[src/rtl/writeback_queue.sv]
// In-order write-back FIFO feeding the register file's single write port, with
// forwarding of still-queued results to the decode read addresses.
module writeback_queue #(
    parameter int DEPTH             = 4,
    parameter int LOG_DEPTH         = 2,
    parameter int LOG_NUM_REGISTERS = 3,
    parameter int WIDTH             = 16
) (
    input  logic                         clk,
    input  logic                         reset,
    input  logic                         alu_valid,
    input  logic [LOG_NUM_REGISTERS-1:0] alu_addr,
    input  logic [WIDTH-1:0]             alu_data,
    output logic                         alu_ready,
    input  logic                         mem_valid,
    input  logic [LOG_NUM_REGISTERS-1:0] mem_addr,
    input  logic [WIDTH-1:0]             mem_data,
    output logic                         mem_ready,
    input  logic                         wb_hold,
    output logic                         writeEnable,
    output logic [LOG_NUM_REGISTERS-1:0] writeAddr,
    output logic [WIDTH-1:0]             d,
    input  logic [LOG_NUM_REGISTERS-1:0] ra,
    input  logic [LOG_NUM_REGISTERS-1:0] rb,
    output logic                         fwd_a_hit,
    output logic [WIDTH-1:0]             fwd_a_data,
    output logic                         fwd_b_hit,
    output logic [WIDTH-1:0]             fwd_b_data
);

    localparam logic [LOG_DEPTH:0] DEPTH_W = (LOG_DEPTH+1)'(DEPTH);

    logic [LOG_NUM_REGISTERS-1:0] addr_mem_r [DEPTH];
    logic [WIDTH-1:0]             data_mem_r [DEPTH];
    logic [LOG_DEPTH-1:0]         rd_ptr_r;
    logic [LOG_DEPTH-1:0]         wr_ptr_r;
    logic [LOG_DEPTH:0]           count_r;

    logic [LOG_DEPTH:0]           free_s;
    logic                         alu_push_s;
    logic                         mem_push_s;
    logic                         pop_s;
    logic [1:0]                   push_cnt_s;
    logic [LOG_DEPTH-1:0]         mem_idx_s;
    logic [LOG_DEPTH:0]           count_next_s;
    logic [WIDTH:0]               fwd_a_s;
    logic [WIDTH:0]               fwd_b_s;

    // Scan live entries oldest to youngest so the youngest match overrides; {hit, data}.
    function automatic logic [WIDTH:0] fwd_lookup(input logic [LOG_NUM_REGISTERS-1:0] raddr);
        logic [WIDTH:0]       res;
        logic [LOG_DEPTH-1:0] idx;
        res = '0;
        for (int i = 0; i < DEPTH; i++) begin
            idx = rd_ptr_r + LOG_DEPTH'(i);
            res = (((LOG_DEPTH+1)'(i) < count_r) && (addr_mem_r[idx] == raddr)) ?
                  {1'b1, data_mem_r[idx]} : res;
        end
        return res;
    endfunction

    // Flow control from registered occupancy only; a same-cycle pop never frees a slot.
    always_comb begin
        free_s       = DEPTH_W - count_r;
        alu_ready    = (free_s >= (LOG_DEPTH+1)'(1));
        mem_ready    = (free_s >= (LOG_DEPTH+1)'(2)) ||
                       ((free_s == (LOG_DEPTH+1)'(1)) && !alu_valid);
        alu_push_s   = alu_valid && alu_ready;
        mem_push_s   = mem_valid && mem_ready;
        push_cnt_s   = {1'b0, alu_push_s} + {1'b0, mem_push_s};
        mem_idx_s    = alu_push_s ? (wr_ptr_r + LOG_DEPTH'(1)) : wr_ptr_r;
        pop_s        = (count_r != '0) && !wb_hold;
        count_next_s = count_r + (LOG_DEPTH+1)'(push_cnt_s) - (LOG_DEPTH+1)'(pop_s);
    end

    // Head of queue drives the register file write port directly.
    always_comb begin
        writeEnable = pop_s;
        writeAddr   = addr_mem_r[rd_ptr_r];
        d           = data_mem_r[rd_ptr_r];
    end

    // Forwarding for both decode read ports.
    always_comb begin
        fwd_a_s    = fwd_lookup(ra);
        fwd_b_s    = fwd_lookup(rb);
        fwd_a_hit  = fwd_a_s[WIDTH];
        fwd_a_data = fwd_a_s[WIDTH-1:0];
        fwd_b_hit  = fwd_b_s[WIDTH];
        fwd_b_data = fwd_b_s[WIDTH-1:0];
    end

    // Queue storage and pointers; the ALU entry is older when both producers push.
    always_ff @(posedge clk) begin
        if (reset) begin
            rd_ptr_r <= '0;
            wr_ptr_r <= '0;
            count_r  <= '0;
            for (int i = 0; i < DEPTH; i++) begin
                addr_mem_r[i] <= '0;
                data_mem_r[i] <= '0;
            end
        end else begin
            if (alu_push_s) begin
                addr_mem_r[wr_ptr_r] <= alu_addr;
                data_mem_r[wr_ptr_r] <= alu_data;
            end
            if (mem_push_s) begin
                addr_mem_r[mem_idx_s] <= mem_addr;
                data_mem_r[mem_idx_s] <= mem_data;
            end
            wr_ptr_r <= wr_ptr_r + LOG_DEPTH'(push_cnt_s);
            rd_ptr_r <= rd_ptr_r + LOG_DEPTH'(pop_s);
            count_r  <= count_next_s;
        end
    end

endmodule

[config.mk]
export PLATFORM = sky130hd
export DESIGN_NAME = writeback_queue
export DESIGN_NICKNAME = d
export VERILOG_FILES = /design/src/rtl/writeback_queue.sv
export SDC_FILE = /design/constraint.sdc
export NUM_CORES = 1
export LEC_CHECK = 0
export CORE_MARGIN = 5
export CORE_UTILIZATION = 40
export CTS_CLUSTER_DIAMETER = 30
export DETAILED_ROUTE_END_ITERATION = 12
export PLACE_DENSITY = 0.59
export SETUP_SLACK_MARGIN = 0.2
export SYNTH_ARGS = -nofsm -noshare
export SYNTH_HDL_FRONTEND = slang
export SYNTH_SLANG_ARGS = --single-unit
[constraint.sdc]
create_clock -name clk -period 4.1 [get_ports clk]
set_input_delay 0.41 -clock clk [delete_from_list [all_inputs] [get_ports clk]]
set_output_delay 0.41 -clock clk [all_outputs]
set_load 0.02 [all_outputs]
# == Word level (Yosys, flattened, before mapping) ==
# Memories as Yosys holds them, arrays and structs flattened. A register that Yosys moved wholly into a read port is not among the register bits.
# Cells that the tools add are included.
# classes
reduce_logical,20
mux,31
magnitude_cmp,6
n_eq_ne,9
addsub,10
# op_table
cell,count
two-way mux 17 bit,8
two-way mux 16 bit,2
OR reduction 16 bit,2
equality test 3 bit,8
two-way mux 2 bit,7
logical AND 1 bit,12
two-way mux 1 bit,12
"less-than comparator 1 x 3 -> 1 bit, first input constant",2
"less-than comparator 2 x 3 -> 1 bit, first input constant",2
two-way mux 3 bit,2
OR reduction 3 bit,2
"adder 2 x 1 -> 2 bit, second input constant",2
"adder 2 bit, second input constant",2
adder 3 x 2 -> 3 bit,1
"equality test 3 x 1 -> 1 bit, second input constant",1
">= comparator 3 x 1 -> 1 bit, second input constant",1
">= comparator 3 x 2 -> 1 bit, second input constant",1
nonzero test 3 bit,1
subtractor 3 x 1 -> 3 bit,1
"subtractor 3 bit, first input constant",1
adder 1 x 1 -> 2 bit,1
adder 2 x 1 -> 2 bit,1
adder 2 bit,1
logical NOT 1 bit,2
logical OR 1 bit,1
# word_totals
ff_bits,7
mem_bits_rw,76
input_bits,49
out_inout_bits,56
memories,2
# memory_table
memory,depth,width,read_ports,rd_ports_with_merged_regs,wr,line_no,rtl
data_mem_r,4,16,4,1,4,34,logic [WIDTH-1:0] data_mem_r [DEPTH];
addr_mem_r,4,3,4,1,4,33,logic [LOG_NUM_REGISTERS-1:0] addr_mem_r [DEPTH];

# == Logic depth before layout (Yosys ltp) ==
# logic_depth
depth_word,10
mapped_depth,16
depth_no_buf,16

# == Worst setup path before layout ==
# OpenSTA, ideal clock, no wires.
# synth_path
path_type,flip-flop to flip-flop
from,reg count_r[0]
to,mem addr_mem_r[0][0] (enable)
n_path_buf,1
arrival_time_ps,3061
stages_incl_launch_ff,11
required_ps,3724
setup_slack_ps,663
path_cell_list,dfxtp_1 > inv_1 > ha_1 > ha_1 > or4b_1 > nand2_1 > inv_1 > or3_1 > a211oi_1 > buf_2 > or3_1
# synth_rtl
element,line_no,rtl
"start, declared",37,logic [LOG_DEPTH:0] count_r;
"start signal, assigned",114,count_r <= count_next_s;
"end, declared",33,

# == Worst setup path after layout ==
# layout_path
from,reg rd_ptr_r[1]
to,out fwd_b_data[9]
# layout_via
elab_chain_len,7
word_cells_on_any_way,14
# layout_lines
element,line_no,rtl
"start, declared",35,logic [LOG_DEPTH-1:0] rd_ptr_r;
"start signal, assigned",113,rd_ptr_r <= rd_ptr_r + LOG_DEPTH'(pop_s);
adder 2 x 1 -> 2 bit,55,idx = rd_ptr_r + LOG_DEPTH'(i);
memory read (4 x 3 bit),-,
equality test 3 bit,56,res = (((LOG_DEPTH+1)'(i) < count_r) && (addr_mem_r[idx] == raddr)) ?
logical AND 1 bit,56,
two-way mux 17 bit (2 in a row),56,
two-way mux 17 bit (*),56,
"end, declared",28,output logic [WIDTH-1:0] fwd_b_data
# Mark *: on every way between the ends. The rest lies on a longest branch, timed or not.

==> key figures <==
Outcome
  • Status: complete, no violations

Synthesis
  • Mux share of post-synthesis cell area: 15.07%
  • Count of cell types in the netlist: 45
  • Post-synth ARST share: 0%
  • Post-synth EDFFs: 76
  • Cells after synthesis: 709
  • Synth warn: 0
  • Sequential cell area fraction in the yosys report: 36.11%
  • Largest family of logic cells by synthesized area: compound AO/OA/AOI/OAI gates
  • Top_reg_cell synth: edfxtp_1
  • Post-synthesis xor/xnor area fraction: 4.178%
  • Post-Syn Area: 6709 sq um
  • Post-Syn Nets: 769
  • FF+latch count, synth: 83
  • Synth Area in Adders: 2.313%
  • Synth Area in Compound Gates: 24.06%
  • Post-Synth Simple-Gate Area: 12.94%
  • Avg Inst Size Synth: 9.463 sq um

Detailed routing
  • First-pass DRT Iterations: 5
  • Metal3 WL: 1412 um
  • Detailed-route wire length per cell: 19.99 um
  • Vias: 5838
  • Final WL: 20150 um
  • DR DRC count: 0
  • DRT iter0 DRCs: 582
  • Vias/cell: 5.792
  • Final ANT Viol Nets: 0
  • Metal1 wirelength: 10470 um
  • Top layer in use: met4
  • Met2 routed WL: 8077 um

Global routing
  • GRT Util Overall: 19.86%
  • Vias in the first global route: 5255
  • GRT overflow: 0
  • Global-route wire length before repair: 31140 um
  • Initial antenna violation count: 0
  • Largest net degree at the start of global routing: 69

Floorplanning
  • Top Ports: 105
  • Die area: 19460 sq um
  • Core box area: 16520 sq um
  • Die width: 139.5 um
  • Rows: 47
  • Initial Utilization: 40.60%
  • Die Y: 139.5 um

Placed design
  • Port Buf Inserts: 104
  • Pre-CTS setup slack: 0.4949 ns
  • Final Wtd Congestion: 0.8491
  • Hpwl dp: 14860 um

Worst setup path
  • Setup CP Type: reg2out
  • R2R Setup Slk: 0.50 ns
  • CP Capture Type: primary output
  • WP data required: 3.69 ns
  • CP startpoint kind: flop
  • CP Max Fanout: 40
  • Critical path data arrival time: 3.30 ns

Power
  • Power share of the clock group: 13.0%
  • Maximum VDD drop: 0.0003255 V
  • Seq pwr share: 24.7%
  • Comb power frac: 62.4%
  • Pwr Density: 689.3 nW/um^2
  • Leakage power total: 2.898 nW
  • Psw: 2.567 mW
  • Sw Ratio: 45.16%
  • Internal Power: 3.117 mW

Clock network
  • Inserted Clock Buffers: 9
  • Max clock buf depth: 2
  • Worst skew pair latency: 0.33 ns
  • Root buffer cell: clkbuf_16
  • TritonCTS clock tree: built
  • Sink Count: 83
  • Worst-path clk slew: 0.06 ns
  • H-tree level count: 3
  • CTS Hold Bufs: 0

Layout
  • Most common cell after layout, fill and taps aside: nand2_1
  • Area delta synth->final: 22.92%
  • Fill cells: 1491
  • N_diodes: 0
  • Most frequent cells in the layout: nand2_1 (106), clkdlybuf4s50_1 (104), edfxtp_1 (76), a22o_1 (72), o21ai_0 (53)
  • Final #Nets: 843
  • Layout cells sized above 1: 14.21%

Flow run
  • Max-cap viol count: 0

STA
  • Final min period: 3.706 ns
  • Worst Setup Slack, final: 0.3935 ns
  • Final Max Tran Viols: 0
  • RSZ-0062 raised after global routing: no
  • Hold slack: 0.6475 ns
  • TNS Setup: 0 ns
  • Slew headroom: 37.75%
  • Layout Skew: 0.005916 ns
  • Final setup viols: 0
  • Fmax: 0.2698 GHz
  • Final hold viol count: 0
  • Tightest Pin Transition: 0.9338 ns
  • Period utilization: 90.40%

Min path
  • Min-delay worst type: reg2reg
==> power groups by stage <==
stage                     Clock (mW)  Combinational, mW  Sequential (mW)
after floorplan                    0               2.36             1.29
after global placement             0               3.45             1.40
after detailed placement           0               3.51             1.41
after CTS                      0.749               3.52             1.40
after global routing           0.782               3.82             1.43
final                          0.737               3.54             1.40
==> worst max-delay path, cell delays in order (launching register included) <==
cell and delay (ns):
dfxtp_4 0.45, buf_6 0.32, buf_6 0.40, mux2_2 0.24, nor2_1 0.04, a211oi_1 0.48, a221oi_1 0.15, o22ai_1 0.21
clkdlybuf4s50_1 0.65
==> final cells by class <==
type	instances	area, sq um	area share (%)
tap	220	275.3	3.338
multi-input combinational	548	3976	48.22
sequential	83	2430	29.46
timing repair buffer	128	1236	14.99
clock inverter	7	52.55	0.6372
inverter	13	51.30	0.6221
clock buffer	9	225.2	2.731
==> metal layers <==
| layer | vias to the layer above | global-route usage, % |
|---|---|---|
| met4 | 0 | 3.141 |
| met2 | 264 | 26.72 |
| met1 | 2721 | 33.50 |
| li1 | 2835 | - |
| met3 | 18 | 2.916 |
| met5 | - | 0 |
==> repair_timing <==
item,4_1_cts,5_1_grt
setup buffers,0,1
pin swaps,0,1
setup endpoints to repair,1,26
gates resized for setup,2,6
==> path summary, 6_finish.rpt <==
kind | startpoint | to | depth (start not counted)
worst max-delay path | rd_ptr_r[1]$_SDFF_PP0_ | fwd_b_data[9] | 8
worst min-delay path | rd_ptr_r[1]$_SDFF_PP0_ | rd_ptr_r[1]$_SDFF_PP0_ | 2
worst max register to register | count_r[0]$_SDFF_PP0_ | count_r[2]$_SDFF_PP0_ | 15
worst min register to register | rd_ptr_r[1]$_SDFF_PP0_ | rd_ptr_r[1]$_SDFF_PP0_ | 2
==> state kept, by name (all words and copies together), names as in the netlist <==
register    count
wr_ptr_r        2
rd_ptr_r        2
addr_mem_r     12
data_mem_r     64
count_r         3
==> kinds of logic after synthesis <==
| group | after synthesis |
|---|---|
| compound gates | 229 |
| xor+xnor | 32 |
| fa+ha+maj | 12 |
| buf+inv | 78 |
| flops | 83 |
| mux | 82 |
| simple gates | 193 |
==> per-stage QoR <==
step | power, mW | instance area [sq um] | utilization, % | std cells
2_1_floorplan | 3.645 | 6709 | - | 709
3_3_place_gp | 4.852 | 7935 | 48.02 | 991
3_5_place_dp | 4.922 | 7935 | 48.02 | 991
4_1_cts | 5.671 | 8219 | 49.74 | 1007
5_1_grt | 6.037 | 8247 | 49.91 | 1008
6_report | 5.685 | 8247 | 49.91 | 1008
==> synthesized netlist by cell type (all sizes together) (2+ instances only) <==
cell,count,share of area [%]
nand2,106,5.9
edfxtp,76,34
a22o,72,9.4
o21ai,53,4.0
a21oi,50,4.3
nor2,40,2.2
mux2i,38,5.7
clkbuf,35,2.0
mux2,32,5.4
buf,30,2.6
xnor2,21,2.7
a211oi,18,2.0
nand3,18,1.3
a221oi,16,2.4
o22ai,16,1.5
inv,13,0.73
mux4,12,4.0
xor2,11,1.4
ha,10,1.9
dfxtp,7,2.1
nor2b,7,0.69
or3,5,0.47
and4,3,0.39
nor4,3,0.50
nor4b,3,0.39
a211o,2,0.26
nand4,2,0.19
nor3,2,0.32
No activity file was read; power rests on OpenSTA's default activity.
